==> config.mk <==
export PLATFORM = sky130hd
export DESIGN_NAME = alu_share_ctrl
export DESIGN_NICKNAME = d
export VERILOG_FILES = /design/src/rtl/alu_ctrl_pkg.sv /design/src/rtl/alu_share_ctrl_arb.sv /design/src/rtl/alu_share_ctrl.sv
export SDC_FILE = /design/constraint.sdc
export NUM_CORES = 1
export LEC_CHECK = 0
export CAP_MARGIN = 20
export CORE_AREA = 8 8 207 209
export CTS_CLUSTER_SIZE = 40
export DETAILED_ROUTE_END_ITERATION = 7
export DIE_AREA = 0 0 215 217
export SLEW_MARGIN = 20
export SYNTH_ARGS = -nofsm -noshare
export SYNTH_HDL_FRONTEND = slang
export SYNTH_HIERARCHICAL = 1
export SYNTH_SLANG_ARGS = --single-unit
==> constraint.sdc <==
create_clock -name clk -period 6.7 [get_ports clk]
set_input_delay 1.34 -clock clk [delete_from_list [all_inputs] [get_ports clk]]
set_output_delay 1.34 -clock clk [all_outputs]
set_load 0.02 [all_outputs]
==> src/rtl/alu_ctrl_pkg.sv <==
// Shared definitions for the ALU sharing controller: ALU control codes, FSM states and flag layout.
// Flags are packed {N,Z,C,V} with N in the MSB.
package alu_ctrl_pkg;

  localparam logic [2:0] ALU_PASS_B = 3'b000;
  localparam logic [2:0] ALU_ADD    = 3'b010;
  localparam logic [2:0] ALU_SUB    = 3'b011;
  localparam logic [2:0] ALU_AND    = 3'b100;
  localparam logic [2:0] ALU_OR     = 3'b101;
  localparam logic [2:0] ALU_XOR    = 3'b110;

  typedef enum logic [1:0] {IDLE, EXEC, RESP} state_t;

  localparam int FLAG_N = 3;
  localparam int FLAG_Z = 2;
  localparam int FLAG_C = 1;
  localparam int FLAG_V = 0;

  function automatic logic [3:0] pack_flags(input logic n, input logic z,
                                            input logic c, input logic v);
    logic [3:0] f;
    f         = 4'b0000;
    f[FLAG_N] = n;
    f[FLAG_Z] = z;
    f[FLAG_C] = c;
    f[FLAG_V] = v;
    return f;
  endfunction

endpackage

==> src/rtl/alu_share_ctrl_arb.sv <==
// Two-way round-robin arbiter, purely combinational: a lone request wins,
// on a tie the requester not served last wins.
module rr_arb2
  import alu_ctrl_pkg::*;
(
  input  logic [1:0] valid,
  input  logic       last,
  output logic [1:0] grant
);

  always_comb begin
    grant = 2'b00;
    case (valid)
      2'b01:   grant = 2'b01;
      2'b10:   grant = 2'b10;
      2'b11:   grant = last ? 2'b01 : 2'b10;
      default: grant = 2'b00;
    endcase
  end

endmodule

==> src/rtl/alu_share_ctrl.sv <==
// Shares one ALU between two requesters: accept -> hold operands ALU_LAT cycles -> capture -> respond.
// One op in flight; req_ready stays low until the response handshake, rsp_valid holds until rsp_ready.
module alu_share_ctrl
  import alu_ctrl_pkg::*;
#(
  parameter int WIDTH   = 64,
  parameter int ALU_LAT = 2
) (
  input  logic                  clk,
  input  logic                  reset,
  input  logic [1:0]            req_valid,
  output logic [1:0]            req_ready,
  input  logic [1:0][2:0]       req_op,
  input  logic [1:0][WIDTH-1:0] req_a,
  input  logic [1:0][WIDTH-1:0] req_b,
  input  logic [1:0]            req_setflags,
  output logic [1:0]            rsp_valid,
  input  logic [1:0]            rsp_ready,
  output logic [WIDTH-1:0]      rsp_result,
  output logic [3:0]            rsp_flags,
  output logic [WIDTH-1:0]      alu_a,
  output logic [WIDTH-1:0]      alu_b,
  output logic [2:0]            alu_cntrl,
  input  logic [WIDTH-1:0]      alu_result,
  input  logic                  alu_negative,
  input  logic                  alu_zero,
  input  logic                  alu_carry_out,
  input  logic                  alu_overflow,
  output logic [3:0]            flags_q,
  output logic                  busy
);

  localparam int CW = (ALU_LAT > 1) ? $clog2(ALU_LAT) : 1;

  state_t        state;
  logic          last;
  logic          owner;
  logic          setflags;
  logic [CW-1:0] cnt;
  logic [1:0]    grant;
  logic          sel;
  logic [3:0]    alu_flags;

  rr_arb2 u_arb (
    .valid (req_valid),
    .last  (last),
    .grant (grant)
  );

  // The grant is only exposed while idle so no handshake can occur mid-op.
  assign req_ready = (state == IDLE) ? grant : 2'b00;
  assign sel       = grant[1];
  assign alu_flags = pack_flags(alu_negative, alu_zero, alu_carry_out, alu_overflow);

  always_ff @(posedge clk or posedge reset) begin
    if (reset) begin
      state      <= IDLE;
      last       <= 1'b1;
      owner      <= 1'b0;
      setflags   <= 1'b0;
      cnt        <= '0;
      alu_a      <= '0;
      alu_b      <= '0;
      alu_cntrl  <= 3'b000;
      rsp_result <= '0;
      rsp_flags  <= 4'b0000;
      rsp_valid  <= 2'b00;
      flags_q    <= 4'b0000;
      busy       <= 1'b0;
    end else begin
      case (state)
        IDLE: begin
          if (|grant) begin
            alu_a     <= req_a[sel];
            alu_b     <= req_b[sel];
            alu_cntrl <= req_op[sel];
            setflags  <= req_setflags[sel];
            owner     <= sel;
            cnt       <= CW'(ALU_LAT - 1);
            busy      <= 1'b1;
            state     <= EXEC;
          end
        end
        EXEC: begin
          if (cnt == '0) begin
            rsp_result <= alu_result;
            rsp_flags  <= alu_flags;
            if (setflags)
              flags_q <= alu_flags;
            rsp_valid <= owner ? 2'b10 : 2'b01;
            state     <= RESP;
          end else begin
            cnt <= cnt - CW'(1);
          end
        end
        RESP: begin
          // The non-owner's rsp_ready bit is deliberately ignored.
          if (rsp_ready[owner]) begin
            last      <= owner;
            rsp_valid <= 2'b00;
            busy      <= 1'b0;
            state     <= IDLE;
          end
        end
        default: state <= IDLE;
      endcase
    end
  end

endmodule
**Yosys cells after proc, flatten, opt, wreduce, memory -nomap -nowiden**

Cells that the tools add are included.
W data, S select, Z words.

- Register bits after elaboration: 212
- Logic and storage cells: 63

- Add/sub/neg operators: 1
- Order comparisons: 2
- Eq/ne operators: 8
- Multiplexer cells: 25
- Bitwise logic cells: 1
- Reductions and logical operators: 13

Operators by type and width:

| kind | count |
|---|---|
| $mux W64 | 4 |
| $mux W2 | 7 |
| $pmux W2 S3 | 2 |
| $reduce_and A3 Y1 | 4 |
| $reduce_and A2 Y1 | 4 |
| $mux W1 | 7 |
| $eq A2 B2 Y1 const B | 3 |
| $mux W3 | 2 |
| $reduce_bool A2 Y1 | 3 |
| $eq A2 B1 Y1 const B | 2 |
| $lt A1 B2 Y1 const B | 2 |
| $ne A2 B2 Y1 const B | 2 |
| $pmux W1 S2 | 2 |
| $pmux W2 S2 | 1 |
| $logic_not A2 Y1 | 1 |
| $ne A2 B1 Y1 const B | 1 |
| $reduce_or A2 Y1 | 1 |
| $not A1 Y1 | 1 |
| $sub A1 B1 Y1 const B | 1 |

**Longest topological paths before layout**

- Depth after elaboration: 5
- Depth in mapped cells: 7
- Gate-level depth less buffers: 4

**Cells and area by module**

The synthesis kept the hierarchy.

By module, submodules not included:

| module | instances | cells each | area an instance (um^2) | seq. area each (um^2) |
|---|---|---|---|---|
| alu_share_ctrl | 1 | 760 | 9521.6 | 5306.3 |
| rr_arb2 | 1 | 3 | 18.8 | 0.0 |

**Worst setup path after synthesis**

No wires, ideal clock.

- Path type: input-to-output
- Start: input port req_valid[1]
- End: output port req_ready[1]
- Data arrival time: 2.309 ns
- Required time: 5.360 ns
- Setup slack: 3.051 ns
- Cell stages on the path: 5
- Cells stage by stage: a21boi_0 buf_2 buf_2 buf_2 and2_1

- Word-level cells in the longest chain between the ends: 3
- Elaborated cells between the ends (all ways): 5
- Those cells by class: eq/ne: 3; mux: 2

RTL lines:

| what | line | text |
|---|---|---|
| from (decl) | alu_share_ctrl.sv:11 | `input logic [1:0] req_valid,` |
| $eq A2 B2 Y1 or $eq A2 B1 Y1 (tied branches) | alu_share_ctrl_arb.sv:13 | `case (valid)` |
| $pmux W2 S3 * | alu_share_ctrl_arb.sv:13 |  |
| $mux W2 * | alu_share_ctrl.sv:51 | `assign req_ready = (state == IDLE) ? grant : 2'b00;` |
| to (decl) | alu_share_ctrl.sv:12 | `output logic [1:0] req_ready,` |

Mark *: on every way between the ends. The rest lies on a longest branch, timed or not.

**Final worst setup path**

- Start: input port req_valid[0]
- End: output port req_ready[0]

- Word-level cells in the longest chain between the ends: 3
- Elaborated cells between the ends (all ways): 5
- Those cells by class: eq/ne: 3; mux: 2

RTL lines:

| what | line | text |
|---|---|---|
| $eq A2 B2 Y1 or $eq A2 B1 Y1 (tied branches) | alu_share_ctrl_arb.sv:13 |  |
| $pmux W2 S3 * | alu_share_ctrl_arb.sv:13 |  |
| net grant[0] | alu_share_ctrl.sv:40 | `logic [1:0] grant;` |
| $mux W2 * | alu_share_ctrl.sv:51 |  |

Mark *: on every way through the listed nets, which the timed path passes. The rest lies on a longest branch.

==> impl_metrics.yaml <==
outcome:
  status: "finished, final reports clean"
placement:
  place.port_buffers: 545
  dp_hpwl_um: 27730
  gp_congestion: 0.8100
  dp.cells: 1796
global_routing:
  use_met3_pct: 6.436
  busiest_layer: "met2"
  met1_usage_pct: 16.03
  grt_max_degree: 125
  grt_first_pass_wirelength_um: 54030
  grt-ovfl-total: 0
  first_global_vias: 8609
  antenna_found_initial: 3
  groute.usage.overall_pct: 14.74
  use_met2_pct: 26.21
sta:
  max_freq_mhz: 236.5
  holdWs_ns: 0.4712
  maxSlewViolCount: 0
  post-route-period-util_pct: 63.10
  tns_ns: 0
  worst_slew_pin_slew_ns: 1.063
  max-slew-margin-rel_pct: 29.12
  finalHoldViolCount: 0
  setup_viol: 0
  period_needed_ns: 4.228
  grt_setup_unrepaired: "false"
  finClkSkew_ns: 0.01161
power_and_ir_drop:
  p_leak_nw: 6.837
  vdd_drop_max_mv: 0.2585
  power_density_mw_per_mm2: 462.5
  finalPower_w: 0.007588
die:
  die_h_um: 217
  rows: 73
  core_mm2: 0.03946
  die-area_mm2: 0.04666
  ioPinCount: 546
  die_w_um: 215
  start_util_pct: 24.18
routing:
  vias: 7798
  ant_nets: 0
  drt-vias-per-instance: 4.229
  drtIter0Drc: 269
  routedWlPerCell_um: 19.56
  totalWireLength_um: 36080
  first_pass_iters: 4
  drc_errors: 0
synth:
  yosys_register_bits: 212
  syn_inst: 763
  synth_top_cell_by_area: "dfrtp_1"
  synth.area.top_cells: "dfrtp_1 55%, mux2_2 32%, nand2_1 8.1%"
  syn_nets: 1101
  syn_area_per_cell_um2: 12.50
  synth_compound_area_share_pct: 1.141
  ys_types: 25
  synth-edff-count: 0
  synthArstFlopShare_pct: 100.0
  synth_top_family_by_area: "multiplexers"
  synth-xor-area-share_pct: 0
  syn_area_mm2: 0.009540
  yosysWarnings: 6
  muxShareOfSynthArea_pct: 31.63
  synthAdderAreaFrac_pct: 0
  yosysTopAreaCellShare_pct: 55.34
  ys.flop_type: "dfrtp_1"
  synth-simple-area-share_pct: 8.787
  ys_seq_area_share_pct: 55.62
worst_setup_path:
  worst-path-max-fanout: 2
  startpoint_type: "primary input"
  path_buf_inv: 3
  crit_family: "buffers and inverters"
  cp-end-kind: "output pin"
  crit_start: "req_valid[0]"
  max_stage_delay_ns: 0.60
  arrival_ns: 2.89
  path_class: "in2out"
  required_ns: 5.36
  worstPathCellList: "clkdlybuf4s50_1 -> a21boi_1 -> nand2_1 -> inv_1 -> clkdlybuf4s50_1"
  crit_path_frequent_cell: "clkdlybuf4s50_1"
  r2r-start: "last"
  crit_path_top_delay_cell: "clkdlybuf4s50_1"
finish:
  synthToLayoutAreaGrowth_pct: 71.97
  final_cells: 1844
  utilization_pct: 41.58
  n_antenna_cell: 0
  fin_nets: 1637
  drive_gt1_share_pct: 24.64
run:
  cap_violations: 0
clock_network:
  clockRootBuffer: "clkbuf_16"
  ctsResizeCount: 0
  cts_max_path_buffers: 3
  worst_skew_pair.late_latency_ns: 0.53
  cts_tree: "yes"
  post_cts_buffers: 0
  holdBufCountCts: 0
  cts_sinks: 212
  clkSlewWorstSetupHoldPaths_ns: 0.06
  tritoncts.num_buffers: 26
  htreeDepth: 1
hold_path:
  hold_path_class: "reg2reg"
  min-delay-start: "rsp_result[63]"
routing by layer:
layer | up-vias | share of wire (%)
met4 | 6 | 2.4
met1 | 3733 | 38
met5 | - | 0.10
met2 | 352 | 49
met3 | 52 | 10
li1 | 3655 | -
layout by cell type, fill, tap and decap left out:
cell	Yosys	layout
a21oi_1	4	4
clkbuf_8	0	7
a22oi_1	1	1
buf_12	0	2
clkdlybuf4s50_1	0	545
nand2_1	207	207
a21boi_4	0	1
nand2b_1	2	2
inv_1	5	4
nor2_1	2	2
mux2_2	268	268
dfstp_2	1	1
a2bb2oi_1	1	1
nand3b_1	1	1
clkinvlp_4	0	3
a21boi_1	1	1
o21ai_0	4	4
buf_4	1	6
or3b_2	1	1
clkbuf_16	0	27
bufinv_16	0	2
clkbuf_1	12	5
o21a_4	0	1
o21bai_1	1	1
clkinv_2	0	5
nor2b_1	1	1
and2_1	1	1
dfrtp_1	211	211
nor3b_4	0	1
a21o_1	3	3
worst min-delay path, cell delays in order, from the launching register on:
cell and delay, ns:
dfrtp_1 0.33, nand2_1 0.05, nand2_1 0.06
report_power, final:
part	switching (W)	leakage (nW)	internal [W]
combinational	0.00189	3.88	0.00197
clock	0.000552	0.437	0.000889
sequential	0.000352	2.52	0.00194
final cells by class:
class,count,area [µm²]
Clock buffer,39,790.8
Clock inverter,9,100.1
Fill cell,3762,23050
Inverter,5,22.52
Multi-Input combinational cell,501,3990
Sequential cell,212,5306
Tap cell,525,656.9
Timing Repair Buffer,553,5540
synthesized netlist by cell type (all sizes together), types with 2 or more instances:
| cell type | n |
|---|---|
| a21boi | 2 |
| a21o | 3 |
| a21oi | 4 |
| buf | 33 |
| clkbuf | 12 |
| dfrtp | 211 |
| inv | 5 |
| mux2 | 268 |
| nand2 | 207 |
| nand2b | 2 |
| nor2 | 2 |
| o21ai | 4 |
registers in the layout (all words and copies together) (netlist names):
register,count
alu_a,64
alu_b,64
rsp_result,64
flags_q,4
rsp_flags,4
alu_cntrl,3
rsp_valid,2
state,2
busy,1
cnt,1
last,1
owner,1
setflags,1
cell families after synthesis:
logic type / after synthesis
compound gates: 17
buf+inv: 50
flops: 212
mux: 268
simple gates: 216
path summary, 6_finish.rpt:
kind	endpoint	slack [ns]	cells after the start
worst min-delay path	rsp_result[63]	0.47	2
min in group asynchronous	alu_a[56]	1.31	2
max in group asynchronous	rsp_flags[3]	4.16	3
worst min register to register	rsp_result[63]	0.47	2
worst max-delay path	req_ready[0]	2.47	5
worst max register to register	alu_a[24]	3.64	5
stage by stage:
step / worst slack [ns] / area (µm²)
floorplan: 2.605 / 9544
global placement: 2.198 / 15520
detailed placement: 2.192 / 15520
CTS: 2.477 / 16410
global route: 2.414 / 16410
finish: 2.472 / 16410
(Power assumes the default switching activity.)
